===== src/rtl/dll_multi_cntrl_if.sv =====
// Command/response channel of the multi-queue linked-list controller.
// The master is the arbiter; the slave is the list controller.
interface dll_multi_cntrl_if #(
  parameter int ID_W  = 2,
  parameter int PTR_W = 4
);
  logic             cmd_vld;
  logic             cmd_rdy;
  logic [2:0]       cmd_op;
  logic [ID_W-1:0]  cmd_id;
  logic [PTR_W-1:0] cmd_ptr;
  logic             rsp_vld;
  logic             rsp_err;
  logic [PTR_W-1:0] rsp_ptr;

  modport master (
    output cmd_vld, cmd_op, cmd_id, cmd_ptr,
    input  cmd_rdy, rsp_vld, rsp_err, rsp_ptr
  );

  modport slave (
    input  cmd_vld, cmd_op, cmd_id, cmd_ptr,
    output cmd_rdy, rsp_vld, rsp_err, rsp_ptr
  );
endinterface


===== src/rtl/dll_multi_cntrl.sv =====
// Multi-queue doubly-linked-list controller over a shared node pool.
// One command per two cycles; response registered after EXEC.
module dll_multi_cntrl #(
  parameter int ID_N  = 4,
  parameter int PTR_N = 16
) (
  input  logic                     clk,
  input  logic                     rst_n,
  input  logic                     clear,
  dll_multi_cntrl_if.slave         bus,
  output logic                     full_r,
  output logic                     empty_r,
  output logic [ID_N-1:0]          nempty_r,
  output logic [$clog2(PTR_N):0]   free_cnt_r
);
  localparam int ID_W  = $clog2(ID_N);
  localparam int PTR_W = $clog2(PTR_N);

  typedef enum logic {IDLE, EXEC} st_t;

  st_t              st, st_nx;
  logic [2:0]       op_q;
  logic [ID_W-1:0]  id_q;
  logic [PTR_W-1:0] ptr_q;

  logic [PTR_W-1:0] nxt  [PTR_N];
  logic [PTR_W-1:0] prv  [PTR_N];
  logic [ID_W-1:0]  own  [PTR_N];
  logic [PTR_W-1:0] head [ID_N];
  logic [PTR_W-1:0] tail [ID_N];
  logic [PTR_N-1:0] vld;
  logic [ID_N-1:0]  ne;
  logic [PTR_W:0]   fcnt;

  logic             is_push, is_pop, is_del;
  logic             front, err, is_h, is_t;
  logic [PTR_W-1:0] alloc, rem, rsp_p;
  logic             upd;

  always_ff @(posedge clk) begin
    if (!rst_n || clear) st <= IDLE;
    else                 st <= st_nx;
  end

  always_comb begin
    st_nx = st;
    unique case (st)
      IDLE: if (bus.cmd_vld && bus.cmd_rdy)
              st_nx = EXEC;
      EXEC: st_nx = IDLE;
    endcase
  end

  always_comb begin
    bus.cmd_rdy = rst_n && !clear && (st == IDLE);
  end

  always_comb begin
    alloc = '0;
    for (int i = PTR_N - 1; i >= 0; i--)
      if (!vld[i]) alloc = PTR_W'(i);
    is_push = 1'b0;
    is_pop  = 1'b0;
    is_del  = 1'b0;
    front   = 1'b0;
    unique case (1'b1)
      (op_q == 3'b000): begin
        is_pop = 1'b1;
        front  = 1'b1;
      end
      (op_q == 3'b001): is_pop = 1'b1;
      (op_q == 3'b010): begin
        is_push = 1'b1;
        front   = 1'b1;
      end
      (op_q == 3'b011): is_push = 1'b1;
      (op_q == 3'b100): is_del = 1'b1;
      default: ;
    endcase
    // pops are just unlinks of an endpoint
    rem = is_del ? ptr_q
        : (front ? head[id_q] : tail[id_q]);
    is_h = (head[id_q] == rem);
    is_t = (tail[id_q] == rem);
    err = (is_push && fcnt == '0)
       || (is_pop && !ne[id_q])
       || (is_del && (!vld[ptr_q]
                      || own[ptr_q] != id_q))
       || !(is_push || is_pop || is_del);
    rsp_p = err ? '0 : (is_push ? alloc : rem);
    upd = rst_n && !clear && (st == EXEC) && !err;
  end

  always_ff @(posedge clk) begin
    if (!rst_n || clear) begin
      op_q        <= '0;
      id_q        <= '0;
      ptr_q       <= '0;
      vld         <= '0;
      ne          <= '0;
      fcnt        <= (PTR_W+1)'(PTR_N);
      bus.rsp_vld <= 1'b0;
      bus.rsp_err <= 1'b0;
      bus.rsp_ptr <= '0;
    end else begin
      bus.rsp_vld <= 1'b0;
      if (bus.cmd_vld && bus.cmd_rdy) begin
        op_q  <= bus.cmd_op;
        id_q  <= bus.cmd_id;
        ptr_q <= bus.cmd_ptr;
      end
      if (st == EXEC) begin
        bus.rsp_vld <= 1'b1;
        bus.rsp_err <= err;
        bus.rsp_ptr <= rsp_p;
        if (!err && is_push) begin
          vld[alloc] <= 1'b1;
          ne[id_q]   <= 1'b1;
          fcnt       <= fcnt - 1'b1;
        end else if (!err) begin
          vld[rem] <= 1'b0;
          if (is_h && is_t) ne[id_q] <= 1'b0;
          fcnt <= fcnt + 1'b1;
        end
      end
    end
  end

  // link fields are don't-care while a node or list is unused
  always_ff @(posedge clk) begin
    if (upd && is_push) begin
      own[alloc] <= id_q;
      if (!ne[id_q]) begin
        head[id_q] <= alloc;
        tail[id_q] <= alloc;
      end else if (front) begin
        prv[head[id_q]] <= alloc;
        nxt[alloc]      <= head[id_q];
        head[id_q]      <= alloc;
      end else begin
        nxt[tail[id_q]] <= alloc;
        prv[alloc]      <= tail[id_q];
        tail[id_q]      <= alloc;
      end
    end else if (upd && !(is_h && is_t)) begin
      if (is_h)
        head[id_q] <= nxt[rem];
      else if (is_t)
        tail[id_q] <= prv[rem];
      else begin
        nxt[prv[rem]] <= nxt[rem];
        prv[nxt[rem]] <= prv[rem];
      end
    end
  end

  assign full_r     = (fcnt == '0);
  assign empty_r    = (fcnt == (PTR_W+1)'(PTR_N));
  assign nempty_r   = ne;
  assign free_cnt_r = fcnt;
endmodule


===== src/flat_wrapper.sv =====
// flat-port wrapper written by rule: the top's interface ports become plain ports
module dll_multi_cntrl_flat 
#(
  parameter int ID_N  = 4,
  parameter int PTR_N = 16
)
  (clk, rst_n, clear, full_r, empty_r, nempty_r, free_cnt_r, bus_cmd_vld, bus_cmd_op, bus_cmd_id, bus_cmd_ptr, bus_cmd_rdy, bus_rsp_vld, bus_rsp_err, bus_rsp_ptr);
  dll_multi_cntrl_if #(.ID_W((2)), .PTR_W((4))) bus_i ();
  input  logic clk;
  input  logic rst_n;
  input  logic clear;
  output logic full_r;
  output logic empty_r;
  output logic [ID_N-1:0] nempty_r;
  output logic [$clog2(PTR_N):0] free_cnt_r;
  input wire logic [$bits(bus_i.cmd_vld)-1:0] bus_cmd_vld;
  input wire logic [$bits(bus_i.cmd_op)-1:0] bus_cmd_op;
  input wire logic [$bits(bus_i.cmd_id)-1:0] bus_cmd_id;
  input wire logic [$bits(bus_i.cmd_ptr)-1:0] bus_cmd_ptr;
  output wire logic [$bits(bus_i.cmd_rdy)-1:0] bus_cmd_rdy;
  output wire logic [$bits(bus_i.rsp_vld)-1:0] bus_rsp_vld;
  output wire logic [$bits(bus_i.rsp_err)-1:0] bus_rsp_err;
  output wire logic [$bits(bus_i.rsp_ptr)-1:0] bus_rsp_ptr;
  assign bus_i.cmd_vld = bus_cmd_vld;
  assign bus_i.cmd_op = bus_cmd_op;
  assign bus_i.cmd_id = bus_cmd_id;
  assign bus_i.cmd_ptr = bus_cmd_ptr;
  assign bus_cmd_rdy = bus_i.cmd_rdy;
  assign bus_rsp_vld = bus_i.rsp_vld;
  assign bus_rsp_err = bus_i.rsp_err;
  assign bus_rsp_ptr = bus_i.rsp_ptr;
  dll_multi_cntrl #(.ID_N(ID_N), .PTR_N(PTR_N)) u_core (.clk(clk), .rst_n(rst_n), .clear(clear), .bus(bus_i), .full_r(full_r), .empty_r(empty_r), .nempty_r(nempty_r), .free_cnt_r(free_cnt_r));
endmodule

===== config.mk =====
export PLATFORM = sky130hd
export DESIGN_NAME = dll_multi_cntrl_flat
export DESIGN_NICKNAME = d
export VERILOG_FILES = /design/src/rtl/dll_multi_cntrl_if.sv /design/src/rtl/dll_multi_cntrl.sv /design/src/flat_wrapper.sv
export SDC_FILE = /design/constraint.sdc
export NUM_CORES = 1
export LEC_CHECK = 0
export ABC_CLOCK_PERIOD_IN_PS = 5500
export BUFFER_PORTS_ARGS = -buffer_cell sky130_fd_sc_hd__buf_4
export CAP_MARGIN = 20
export CORE_UTILIZATION = 62
export CTS_CLUSTER_SIZE = 8
export DETAILED_ROUTE_END_ITERATION = 6
export PLACE_DENSITY = 0.78
export SLEW_MARGIN = 25
export SYNTH_ARGS = -nofsm -noshare
export SYNTH_HDL_FRONTEND = slang
export SYNTH_SLANG_ARGS = --single-unit

===== constraint.sdc =====
create_clock -name clk -period 5.5 [get_ports clk]
set_input_delay 0.55 -clock clk [delete_from_list [all_inputs] [get_ports clk]]
set_output_delay 0.55 -clock clk [all_outputs]
set_load 0.03 [all_outputs]

==> summary.txt <==
Run status
  • Status: finished with violations
  • Violated checks: DRC

Logic synthesis
  • Syn Std Cell Area: 10,600 um2
  • Netlist cell types: 64
  • Yosys reg bits: 239
  • Post-synth EDFFs: 192
  • Synth Instances: between 700 and 800
  • Synth top area cells: edfxtp_1, mux4_2, dfxtp_1, nand2_1, o21ai_0
  • Syn_nets: 797
  • Seq/Total Area, Yosys: 63.1%
  • Yosys warns: 0
  • Share of Yosys cell area claimed by the top area cell type: 54.2%
  • Most used DFF post-synth: edfxtp_1
  • Area leader, netlist: edfxtp_1
  • Avg Cell Area, Syn: approximately 14 um2
  • Async SR Flop Fraction: 0%

Worst setup path
  • Worst EP required: 5630 ps
  • Crit Reg-Reg Endpoint: u_core.nxt[0][3]
  • R2R Setup Slk: between 500 and 600 ps
  • Slowest Stage Delay on Critical Path: 720 ps
  • Cell mode on critical path: mux4_2
  • Critical Path AT: 5090 ps
  • Critical path cell sequence: mux4_2 -> mux4_2 -> xor2_1 -> o31ai_4 -> and4bb_1 -> a21oi_1 -> a21oi_2 -> inv_2 -> a211oi_1
  • CP Max Fanout: 24
  • Setup crit start kind: flip-flop
  • Setup CP Type: flip-flop to flip-flop
  • Reg2Reg Depth: 9
  • Critical path's slowest cell: a211oi_1
  • Setup crit end kind: flip-flop

Placement
  • Detailed placer's ending HPWL: ~17 mm
  • Post-Place Cells: 1,015
  • IO Port Bufs: 30
  • GPL Wtd Cong: 0.908

STA
  • Setup violations, final: 0
  • Post-layout min period: 4970 ps
  • Max_slew headroom: between 30% and 40%
  • RSZ-0062 raised after global routing: false
  • Hold Fails Final Rpt: 0
  • Setup TNS: 0 ps
  • Clock Skew: 16.7 ps
  • Least-Margin Pin Slew: 946 ps
  • FMAX: 201 MHz
  • Fin Hold WS: approximately 270 ps
  • Max-slew violation count: 0
  • Fin crit share: about 90%

GRT
  • First-pass GRT wire length: 41.1 mm
  • GR Overflow Total: 0
  • Vias in the first global route: 7,249
  • Largest net degree at the start of global routing: 37
  • Initial antenna violation count: 0
  • GRT Overall Usage: 31.1%

Clock tree
  • Cells resized by post-CTS repair: 0
  • CTS buffer count: 35
  • Setup Fix Bufs, Post-CTS: 0
  • Clock sink total: 239
  • Post-CTS Hold Fix Bufs: 0
  • Worst-skew pair later-pin latency: around 510 ps
  • Clk buf depth: 3
  • CTS tree: done
  • CTS H-tree lvls: 2
  • CTS root buffer: clkbuf_16
  • Clk slew on worst S/H paths: 50 ps

Power
  • Switching power: 0.000856 W
  • Flop pwr share: 48.4%
  • Static Leak: between 4 and 5 nW
  • Design Power: a little over 0.004 W
  • Sw Ratio: a little over a fifth
  • Gate power share: 5.0%
  • Clock power share: a little under half
  • Internal power: 0.00318 W
  • VDD IR-drop max: 274 uV
  • Pwr per Cell Area: roughly 330 nW/um2

Route
  • Detail Route Antenna Nets: 0
  • Wirelength per Cell: roughly 25 um
  • Drt drc: 1
  • Starting DRT DRC Count: 931
  • Final WL: roughly 26 mm
  • Via count: 7,329
  • Drt pass-1 iters: 7
  • Vias/cell: 6.86

Final layout
  • Inserted Diodes: 0
  • Syn-to-layout area delta: 13.8%
  • Fin nets: between 800 and 900
  • Core Util, Final: ~73%
  • Fill count: 1,071
  • Share of cells above drive strength 1: 18.8%
  • Layout Cells excl Fill: 1,069

Floorplan
  • Die Footprint: 17,700 um2
  • Core area: 16,600 um2
  • Row Count: 47
  • Die width: 133 um
  • Initial Util: 63.9%
  • Io pins: 31
  • Die Y: approximately 130 um

Run
  • MaxCap Viol Count: 0

Worst hold path
  • Hold Path Class: input port to flip-flop
  • Worst Hold Path Cells: 3
  • End of the worst hold path: u_core.op_q[0]
  • Hold Startpoint: bus_cmd_op[0]
==> routing by layer <==
layer	part of all wire, %	GRT usage, %
met1	39	42.1
met2	50	50.5
met3	8.6	5.48
met4	3.0	12.3
met5	0	0
==> layout by cell type, fill, tap and decap left out, types with 10 or more instances in the layout <==
cell type,Yosys,routed
edfxtp_1,192,192
nand2_1,71,71
nor2_1,60,60
mux4_2,48,48
dfxtp_1,47,47
o21ai_0,47,46
buf_4,4,42
a21oi_1,40,40
nand3_1,36,36
clkbuf_16,0,35
nor3_1,25,25
a211oi_1,23,23
clkbuf_1,15,16
xnor2_1,13,13
a22oi_1,11,11
inv_1,10,10
==> power groups by stage <==
stage / Clock, W / Sequential, W / Combinational, W
floorplan: 0 / 0.00198 / 0.000140
global placement: 0 / 0.00199 / 0.000192
detailed placement: 0 / 0.00199 / 0.000195
CTS: 0.00190 / 0.00195 / 0.000197
global route: 0.00197 / 0.00195 / 0.000213
finish: 0.00189 / 0.00195 / 0.000201
==> worst max path at each step <==
stage,startpoint,to,slack [ps]
6_report,flip-flop,u_core.nxt[0][3],530
5_1_grt,flip-flop,u_core.nxt[0][3],230
4_1_cts,flip-flop,u_core.nxt[0][3],570
3_5_place_dp,flip-flop,u_core.nxt[0][3],690
3_3_place_gp,flip-flop,u_core.nxt[10][2],860
2_1_floorplan,flip-flop,u_core.prv[0][0],1450
==> state kept, by name (all words and copies together), names as in the netlist, 2 cells and up, named ones only <==
signal	count
u_core.tail	16
u_core.id_q	2
u_core.free_cnt_r	5
u_core.prv	64
u_core.bus.rsp_ptr	4
u_core.vld	16
u_core.own	32
u_core.ptr_q	4
u_core.head	16
u_core.nxt	64
u_core.op_q	3
==> layout make-up <==
type | instances | area (um2) | area share (%)
clock buffers | 51 | 936 | 7.73
multi-input cells | 498 | 3750 | 31.0
flip-flops and latches | 239 | 6710 | 55.4
repair buffers | 44 | 355 | 2.94
inverters | 14 | 52.6 | 0.434
well taps | 220 | 275 | 2.27
clock inverters | 3 | 26.3 | 0.217
==> logic make-up (layout without fill, tap and decap cells) <==
kind of cell | after synthesis | after routing | synth area share [%]
mux | 64 | 64 | 11.9
simple gates | 243 | 243 | 10.9
xor+xnor | 18 | 18 | 1.48
fa+ha+maj | 4 | 4 | 0.541
flops | 239 | 239 | 63.1
compound gates | 169 | 169 | 10.4
buf+inv | 43 | 112 | 1.74
==> synthesized netlist by cell type, drive strengths merged (9+ instances only) <==
master,number
a22oi,12
mux4,48
inv,13
clkbuf,15
xnor2,13
dfxtp,47
a21oi,41
nor2,60
o21ai,49
buf,14
nor3,25
nand3,36
mux2,9
edfxtp,192
nand2,71
a211oi,23
==> per-stage QoR <==
step | instance area (um2) | setup slack (ps)
6_report | 12100 | 532
5_1_grt | 12100 | 229
4_1_cts | 12100 | 572
3_5_place_dp | 11100 | 694
3_3_place_gp | 11100 | 855
2_1_floorplan | 10600 | 1450
==> worst max-delay path, delay by kind of cell, from the launching register on <==
family	cells	cell delay, ps
AO/OA/AOI/OAI	4	1720
XOR/XNOR	1	200
buffers and inverters	1	310
flip-flops	1	660
multiplexers	2	1070
AND/OR/NAND/NOR	1	620
No activity file was read; power rests on OpenSTA's default activity.
